`src/rtl/pupil_pkg.sv`:
```
// Shared widths and FSM encoding for the pupil bounding-box detector.
package pupil_pkg;

    localparam int CW = 10;
    localparam int NW = 19;

    typedef enum logic [1:0] {
        WAIT_IDLE,
        IDLE,
        ACTIVE,
        REPORT
    } state_t;

endpackage

```
`src/rtl/pupil_raster_cnt.sv`:
```
// Raster X/Y position of the current valid pixel; sync clear takes effect for the pixel
// presented in the same cycle. in_range_o drops once IMG_W*IMG_H pixels have been seen.
module pupil_raster_cnt
    import pupil_pkg::*;
#(
    parameter int IMG_W = 640,
    parameter int IMG_H = 480
) (
    input  logic          iCLK,
    input  logic          iRST,
    input  logic          clr_i,
    input  logic          adv_i,
    output logic [CW-1:0] x_o,
    output logic [CW-1:0] y_o,
    output logic          in_range_o
);

    logic [CW-1:0] x_q, x_d;
    logic [CW-1:0] y_q, y_d;
    logic          done_q, done_d;

    always_comb begin
        x_o        = clr_i ? '0 : x_q;
        y_o        = clr_i ? '0 : y_q;
        in_range_o = clr_i ? 1'b1 : ~done_q;
        x_d        = x_o;
        y_d        = y_o;
        done_d     = ~in_range_o;
        if (adv_i && in_range_o) begin
            if (x_o == CW'(IMG_W - 1)) begin
                x_d = '0;
                // Last pixel of the frame: Y holds, everything after is out of range
                if (y_o == CW'(IMG_H - 1))
                    done_d = 1'b1;
                else
                    y_d = y_o + CW'(1);
            end else begin
                x_d = x_o + CW'(1);
            end
        end
    end

    always_ff @(posedge iCLK or negedge iRST) begin
        if (!iRST) begin
            x_q    <= '0;
            y_q    <= '0;
            done_q <= 1'b0;
        end else begin
            x_q    <= x_d;
            y_q    <= y_d;
            done_q <= done_d;
        end
    end

endmodule

```
`src/rtl/pupil_bbox_detect.sv`:
```
// Binarizes red pixels against a per-frame dark threshold and reports the dark-pixel box and count
// at frame end. Mask out 1 cycle after input; optional centre outputs under PUPIL_CENTER_EN.
module pupil_bbox_detect
    import pupil_pkg::*;
#(
    parameter int IMG_W     = 640,
    parameter int IMG_H     = 480,
    parameter int DW        = 10,
    parameter int MIN_COUNT = 64
) (
    input  logic          iCLK,
    input  logic          iRST,
    input  logic          iFVAL,
    input  logic          iDVAL,
    input  logic [DW-1:0] iDATA,
    input  logic [DW-1:0] iTHRESH,
    output logic          oBIN_DVAL,
    output logic          oBIN,
    output logic [CW-1:0] oX_MIN,
    output logic [CW-1:0] oX_MAX,
    output logic [CW-1:0] oY_MIN,
    output logic [CW-1:0] oY_MAX,
    output logic [NW-1:0] oCOUNT,
    output logic          oFOUND,
`ifdef PUPIL_CENTER_EN
    output logic [CW-1:0] oCX,
    output logic [CW-1:0] oCY,
`endif
    output logic          oBOX_VALID
);

    state_t        state_q, state_d;
    logic          fval_q;
    logic [DW-1:0] thr_q, thr_d;
    logic [NW-1:0] cnt_q, cnt_d;
    logic          seen_q, seen_d;
    logic [CW-1:0] bx_min_q, bx_min_d, bx_max_q, bx_max_d;
    logic [CW-1:0] by_min_q, by_min_d, by_max_q, by_max_d;

    logic          bin_q, bin_dval_q;
    logic [CW-1:0] rx_min_q, rx_max_q, ry_min_q, ry_max_q;
    logic [NW-1:0] rcnt_q;
    logic          rfound_q, rvalid_q;

    logic          pix_vld, start, acc_en, is_dark, dark_hit, rpt, found;
    logic [DW-1:0] thr_eff;
    logic [CW-1:0] x_cur, y_cur;
    logic          in_range;

    pupil_raster_cnt #(
        .IMG_W (IMG_W),
        .IMG_H (IMG_H)
    ) u_raster (
        .iCLK       (iCLK),
        .iRST       (iRST),
        .clr_i      (start),
        .adv_i      (acc_en),
        .x_o        (x_cur),
        .y_o        (y_cur),
        .in_range_o (in_range)
    );

    always_comb begin
        pix_vld  = iFVAL & iDVAL;
        // A rise seen in REPORT restarts directly, so back-to-back frames lose nothing
        start    = iFVAL & ~fval_q & ((state_q == IDLE) | (state_q == REPORT));
        thr_eff  = start ? iTHRESH : thr_q;
        is_dark  = iDATA < thr_eff;
        acc_en   = pix_vld & (start | (state_q == ACTIVE));
        dark_hit = acc_en & in_range & is_dark;
        rpt      = (state_q == ACTIVE) & ~iFVAL;
        found    = cnt_q >= NW'(MIN_COUNT);
    end

    always_comb begin
        state_d = state_q;
        unique case (state_q)
            WAIT_IDLE: if (!iFVAL) state_d = IDLE;
            IDLE:      if (start)  state_d = ACTIVE;
            ACTIVE:    if (!iFVAL) state_d = REPORT;
            REPORT:    state_d = start ? ACTIVE : IDLE;
            default:   state_d = WAIT_IDLE;
        endcase
    end

    // Frame-start clear first, then the rise-cycle pixel accumulates on top of it
    always_comb begin
        thr_d    = thr_eff;
        cnt_d    = start ? '0   : cnt_q;
        seen_d   = start ? 1'b0 : seen_q;
        bx_min_d = start ? '0   : bx_min_q;
        bx_max_d = start ? '0   : bx_max_q;
        by_min_d = start ? '0   : by_min_q;
        by_max_d = start ? '0   : by_max_q;
        if (dark_hit) begin
            if (!(&cnt_d))
                cnt_d = cnt_d + NW'(1);
            if (!seen_d) begin
                bx_min_d = x_cur;
                bx_max_d = x_cur;
                by_min_d = y_cur;
                by_max_d = y_cur;
            end else begin
                if (x_cur < bx_min_d) bx_min_d = x_cur;
                if (x_cur > bx_max_d) bx_max_d = x_cur;
                if (y_cur < by_min_d) by_min_d = y_cur;
                if (y_cur > by_max_d) by_max_d = y_cur;
            end
            seen_d = 1'b1;
        end
    end

    always_ff @(posedge iCLK or negedge iRST) begin
        if (!iRST) begin
            state_q  <= WAIT_IDLE;
            fval_q   <= 1'b0;
            thr_q    <= '0;
            cnt_q    <= '0;
            seen_q   <= 1'b0;
            bx_min_q <= '0;
            bx_max_q <= '0;
            by_min_q <= '0;
            by_max_q <= '0;
        end else begin
            state_q  <= state_d;
            fval_q   <= iFVAL;
            thr_q    <= thr_d;
            cnt_q    <= cnt_d;
            seen_q   <= seen_d;
            bx_min_q <= bx_min_d;
            bx_max_q <= bx_max_d;
            by_min_q <= by_min_d;
            by_max_q <= by_max_d;
        end
    end

    always_ff @(posedge iCLK or negedge iRST) begin
        if (!iRST) begin
            bin_q      <= 1'b0;
            bin_dval_q <= 1'b0;
            rvalid_q   <= 1'b0;
            rx_min_q   <= '0;
            rx_max_q   <= '0;
            ry_min_q   <= '0;
            ry_max_q   <= '0;
            rcnt_q     <= '0;
            rfound_q   <= 1'b0;
        end else begin
            bin_dval_q <= pix_vld;
            bin_q      <= pix_vld & is_dark;
            rvalid_q   <= rpt;
            if (rpt) begin
                rcnt_q   <= cnt_q;
                rfound_q <= found;
                rx_min_q <= found ? bx_min_q : '0;
                rx_max_q <= found ? bx_max_q : '0;
                ry_min_q <= found ? by_min_q : '0;
                ry_max_q <= found ? by_max_q : '0;
            end
        end
    end

`ifdef PUPIL_CENTER_EN
    logic [CW:0]   cx_sum, cy_sum;
    logic [CW-1:0] cx_q, cy_q;

    always_comb begin
        cx_sum = {1'b0, bx_min_q} + {1'b0, bx_max_q};
        cy_sum = {1'b0, by_min_q} + {1'b0, by_max_q};
    end

    always_ff @(posedge iCLK or negedge iRST) begin
        if (!iRST) begin
            cx_q <= '0;
            cy_q <= '0;
        end else if (rpt) begin
            cx_q <= found ? CW'(cx_sum >> 1) : '0;
            cy_q <= found ? CW'(cy_sum >> 1) : '0;
        end
    end

    assign oCX = cx_q;
    assign oCY = cy_q;
`endif

    assign oBIN_DVAL  = bin_dval_q;
    assign oBIN       = bin_q;
    assign oX_MIN     = rx_min_q;
    assign oX_MAX     = rx_max_q;
    assign oY_MIN     = ry_min_q;
    assign oY_MAX     = ry_max_q;
    assign oCOUNT     = rcnt_q;
    assign oFOUND     = rfound_q;
    assign oBOX_VALID = rvalid_q;

endmodule

```
`config.mk`:
```
export PLATFORM = sky130hd
export DESIGN_NAME = pupil_bbox_detect
export DESIGN_NICKNAME = d
export VERILOG_FILES = /design/src/rtl/pupil_pkg.sv /design/src/rtl/pupil_raster_cnt.sv /design/src/rtl/pupil_bbox_detect.sv
export SDC_FILE = /design/constraint.sdc
export NUM_CORES = 1
export LEC_CHECK = 0
export CAP_MARGIN = 40
export CORE_MARGIN = 2
export CORE_UTILIZATION = 50
export CTS_CLUSTER_SIZE = 8
export DETAILED_ROUTE_END_ITERATION = 7
export HOLD_SLACK_MARGIN = 0.05
export PLACE_DENSITY = 0.72
export SLEW_MARGIN = 10
export SYNTH_ARGS = -nofsm -noshare
export SYNTH_HDL_FRONTEND = slang
export SYNTH_SLANG_ARGS = --single-unit
```
`constraint.sdc`:
```
create_clock -name iCLK -period 3.8 [get_ports iCLK]
set_input_delay 0.57 -clock iCLK [delete_from_list [all_inputs] [get_ports iCLK]]
set_output_delay 0.57 -clock iCLK [all_outputs]
set_load 0.005 [all_outputs]
```
# Word-level counts from Yosys, hierarchy flattened
# Index checks and enable logic that the tools add are counted.
# Widths: inputs -> output; s select.
# word_totals
reg_bits	157
# classes
reduce_logical	4
n_bitwise	14
mux	42
eq_ne	8
order_cmp	6
n_addsub	3
# ops
operator	count
$mux 10	28
$mux 19	3
$lt 10x10->1	3
$add 10x1->10 const B	2
$gt 10x10->1	2
$add 19x1->19 const B	1
$ge 19x7->1 const B	1
$reduce_and 19->1	1
$eq 10x10->1 const B	1
$eq 10x9->1 const B	1
$and 1x1->1	8
$mux 2	4
$pmux 2 s4	1
$mux 1	6
$ne 2x2->1 const B	3
$eq 2x2->1 const B	2
$not 1->1	4
$reduce_and 3->1	1
$eq 2x1->1 const B	1
$logic_not 2->1	1
$or 1x1->1	2
$logic_and 1x1->1	1

# Longest topological paths before layout
# logic_depth
depth_word	8
ltp_mapped	16
ltp_nobuf	10

# Cells and area by module
# Synthesis repeated with hierarchy kept, for this count alone.
# hier_totals
hier_cells	743
area_unflattened_um2	7821.3
# modules_own_cells
module	n_inst	area_per_inst_um2	cells_each	seq_area_each_um2
pupil_bbox_detect	1	6592.6	615	3403.3
pupil_raster_cnt	1	1228.7	128	525.5

# Worst setup path before layout
# Ideal clock, no wire load.
# synth_timing
path_type	input port to flip-flop
start	in iFVAL
end	reg by_max_q[0]
setup_ps	125
setup_slack_ps	322
t_required_ps	3675
cell_stages	16
arrival_time_ps	3353
path_buffers	6
cell_sequence	nand3b_1 -> buf_2 -> buf_2 -> clkbuf_1 -> clkbuf_1 -> nand2_1 -> nand2_1 -> inv_1 -> ha_1 -> o211ai_1 -> a2111o_1 -> and4_4 -> buf_6 -> o211ai_2 -> buf_8 -> mux2_4
# synth_via
elab_cells_between_ends	17
# synth_rtl
item	line	source
start, declared	pupil_bbox_detect.sv:13	input logic iFVAL,
$and 1x1->1 (2 in a row)	pupil_bbox_detect.sv:66	start = iFVAL & ~fval_q & ((state_q == IDLE) | (state_q == REPORT));
$mux 10	pupil_bbox_detect.sv:67	thr_eff = start ? iTHRESH : thr_q;
via thr_d[9]	pupil_bbox_detect.sv:34	logic [DW-1:0] thr_q, thr_d;
$lt 10x10->1	pupil_bbox_detect.sv:68	is_dark = iDATA < thr_eff;
$and 1x1->1	pupil_bbox_detect.sv:70	dark_hit = acc_en & in_range & is_dark;
$mux 10	pupil_bbox_detect.sv:95	if (dark_hit) begin
via by_max_d[0]	pupil_bbox_detect.sv:38	logic [CW-1:0] by_min_q, by_min_d, by_max_q, by_max_d;
end signal, assigned	pupil_bbox_detect.sv:133	by_max_q <= by_max_d;
end, declared	pupil_bbox_detect.sv:38	
# The timed path passes the listed nets, and every way through them passes these cells.
# A chain may end at the register's enable or synchronous reset.

# Worst setup path in the final report
# layout_timing
start	in iFVAL
end	reg cnt_q[7]
# layout_via
elab_chain_cells	7
elab_cells_between_ends	15
# layout_lines
item	line	source
parallel branches: the longest is 6 deep, another holds $add 19x1->19	-	
$mux 19 *	pupil_bbox_detect.sv:95	
via cnt_d[7]	pupil_bbox_detect.sv:35	logic [NW-1:0] cnt_q, cnt_d;
end signal, assigned	pupil_bbox_detect.sv:128	cnt_q <= cnt_d;
end, declared	pupil_bbox_detect.sv:35	
# Mark *: on every way through the listed nets, which the timed path passes.

==> impl_metrics.py <==
metrics = {
    "yosys": {
        "yosys.area_share.xor_xnor_pct": 3.058,
        "syn_avg_cell_area_sq_um": 10.49,
        "synth_compound_gate_area_share_pct": 10.71,
        "ys_warn_count": 0,
        "async_reset_ff_share_pct": 100.0,
        "synth_edf_count": 0,
        "ys_ff_latch": 157,
        "synth.most_common_cell": "dfrtp_1",
        "ys_top_cells_by_count": "157 x dfrtp_1, 155 x nand2_1, 48 x mux2i_1",
        "syn_inst": 737,
        "synth.distinct_cells": 63,
        "synth_area_sq_mm": 0.007732,
        "synth_area_leaders": "dfrtp_1 51%, nand2_1 7.5%, ha_1 6.8%, mux2i_1 6.2%, a22o_1 4.6%",
        "ys_seq_area_share_pct": 50.81,
        "synth.mux.area_fraction_pct": 7.087,
        "synth_top_family_by_area": "simple AND/OR/NAND/NOR gates",
        "postSynthNetCount": 803,
        "synth_area_leader_cell": "dfrtp_1",
        "netlist.area_leader.share_pct": 50.81,
        "synth-main-ff-cell": "dfrtp_1",
        "synthAdderAreaFrac_pct": 6.796,
        "synth_simple_gate_area_share_pct": 17.91,
    },
    "grt": {
        "grt_pass1_wl_mm": 29.51,
        "grt_max_degree": 90,
        "grt_usage_pct": 22.62,
        "globalRoute.totalOverflow": 0,
        "antenna_found_initial": 0,
        "grt_pass1_vias": 5925,
    },
    "route": {
        "wl_per_cell_um": 16.61,
        "num_vias": 5859,
        "drtIter0Drc": 461,
        "drt_wl_total_mm": 17.19,
        "via_per_inst": 5.661,
        "detail-route-antenna-nets": 0,
        "drc": 0,
        "drtPass1Iterations": 5,
    },
    "layout": {
        "nFillCells": 1198,
        "nets": 900,
        "antenna_cells": 0,
        "area_growth_pct": 23.03,
        "final_layout_size_suffix_gt1_share_pct": 8.855,
    },
    "power": {
        "ir_drop_mv": 0.2972,
        "power_switching_share_pct": 22.80,
        "intPower_mw": 2.940,
        "switchingPower_mw": 0.8684,
        "power_frac_clock_pct": 45.9,
        "p_seq_share_pct": 45.8,
        "p_per_area_mw_per_mm2": 400.3,
        "p_leak_nw": 4.644,
        "p_comb_share_pct": 8.3,
    },
    "floorplanning": {
        "dieHeight_um": 128.4,
        "die_w_um": 128.4,
        "ios": 87,
        "dieArea_sq_mm": 0.01648,
        "core-area_sq_mm": 0.01515,
        "start_util_pct": 51.05,
        "fp-row-count": 45,
    },
    "timing": {
        "fin_tns_setup_ps": 0,
        "relSlewSlack_pct": 46.49,
        "worst_slack_ps": 541.6,
        "finalCritPeriodShare_pct": 85.75,
        "fin_skew_ps": 8.574,
        "report.final.slew_viol_count": 0,
        "rsz0062_at_grt": "no",
        "fmax_mhz": 306.9,
        "setup_viol": 0,
        "tightest_slew_ps": 802.6,
        "min_period_ps": 3258,
        "hold_viol": 0,
        "timing.hold.ws_ps": 222.4,
    },
    "clocking": {
        "clkSinkCount": 157,
        "cts_hold_buf": 0,
        "cts_buffer_depth": 2,
        "clk_pin_slew_ps": 60,
        "post_cts_buffers": 0,
        "root_buffer": "clkbuf_16",
        "cts_tree": "done",
        "cts_buffers": 17,
        "clkLatencyLatePin_ps": 430,
        "cts_resized": 0,
        "cts_max_level": 4,
    },
    "job": {
        "maxCapViolations": 0,
    },
    "critical_path": {
        "worstSetupPathType": "primary input to register",
        "critPathLaunchType": "primary input",
        "arrival_ps": 3610,
        "worstPathMaxFanout": 15,
        "worstPathRequired_ps": 4150,
        "cp-end-kind": "register",
    },
    "placement": {
        "port_buffers": 86,
        "gp_congestion": 0.9079,
        "dp_slack_ps": 89.18,
        "hpwl_mm": 12.41,
    },
    "status": {
        "status": "completed",
    },
    "hold_path": {
        "hold_class": "primary input to asynchronous set/reset pin",
    },
}
-- through the flow --
stage	cells	util, %	power, mW	instance area, sq um
3_5_place_dp	1003	58.77	2.092	8901
4_1_cts	1035	62.81	3.845	9513
2_1_floorplan	737	-	1.948	7732
5_1_grt	1035	62.81	3.954	9513
6_report	1035	62.81	3.808	9513
3_3_place_gp	1003	58.77	2.081	8901
-- final timing paths --
check	from	end	slack (ps)	cells after the start
worst max-delay path	iFVAL	cnt_q[7]$_DFF_PN0_	540	11
worst min-delay path	iRST	thr_q[5]$_DFF_PN0_	220	1
worst max register to register	fval_q$_DFF_PN0_	cnt_q[7]$_DFF_PN0_	660	10
worst min register to register	thr_q[9]$_DFF_PN0_	thr_q[9]$_DFF_PN0_	470	2
max in group asynchronous	iRST	by_min_q[8]$_DFF_PN0_	2750	2
min in group iCLK	thr_q[9]$_DFF_PN0_	thr_q[9]$_DFF_PN0_	470	2
-- area by class of cell --
| class | count | area [sq um] | area share [%] |
|---|---|---|---|
| repair buffers | 113 | 1090 | 11.46 |
| multi-input cells | 516 | 3538 | 37.20 |
| clock inverters | 9 | 133.9 | 1.407 |
| clock buffers | 23 | 478.0 | 5.024 |
| inverters | 29 | 108.9 | 1.144 |
| well taps | 188 | 235.2 | 2.473 |
| flip-flops and latches | 157 | 3929 | 41.30 |
-- logic make-up after synthesis --
logic type | count (synthesis)
DFF | 157
AOI/OAI and AO/OA | 107
xor gates and xnor gates | 27
buffers and inverters | 64
adders and majority gates | 42
muxes | 53
and+or+nand+nor | 287
-- power groups by stage --
stage	clock network (mW)	logic, mW	registers [mW]
after global placement	0	0.309	1.77
after floorplan	0	0.181	1.77
final	1.75	0.316	1.74
after detailed placement	0	0.318	1.77
after CTS	1.78	0.321	1.74
after global routing	1.84	0.361	1.75
-- metal layers --
layer  vias to the layer above  global-route usage, %  part of all wire [%]
li1                       2801                      -                     -
met1                      2878                  31.77                    48
met2                       157                  35.45                    47
met3                        23                  4.990                   4.6
met4                         0                  6.917                   1.3
met5                         -                      0                     0
-- layout by cell type, fill, tap and decap left out, types with 3 or more instances in the layout --
cell type and instances:
and2_1 7, clkbuf_16 17, nor3_1 13, nor4_1 5
o211ai_1 3, a211oi_1 7, xor2_1 11, nand2_1 155
a22o_1 41, a21o_1 3, nand2b_1 12, nor2b_1 4
xnor2_1 16, clkinvlp_4 4, o21ai_0 14, nand3_1 16
buf_4 25, or4_1 6, nand4_1 15, inv_1 28
dfrtp_1 157, a31oi_1 5, nand3b_1 5, bufinv_16 3
a21oi_1 12, clkdlybuf4s50_1 85, mux2_4 3, nor2_1 26
and3_1 6, o31ai_1 3, mux2i_1 48, clkbuf_1 3
clkbuf_8 3, ha_1 42
-- critical path, cell delays in order --
cell and delay, ps:
clkdlybuf4s50_1 480, and3b_4 310, mux2i_1 260, ha_1 270, o21a_1 190, o211ai_1 200, nand2b_1 190, nand4_2 210
buf_4 260, or4_1 500, a21oi_1 160
Note: power is estimated with default switching activity, not from simulation.
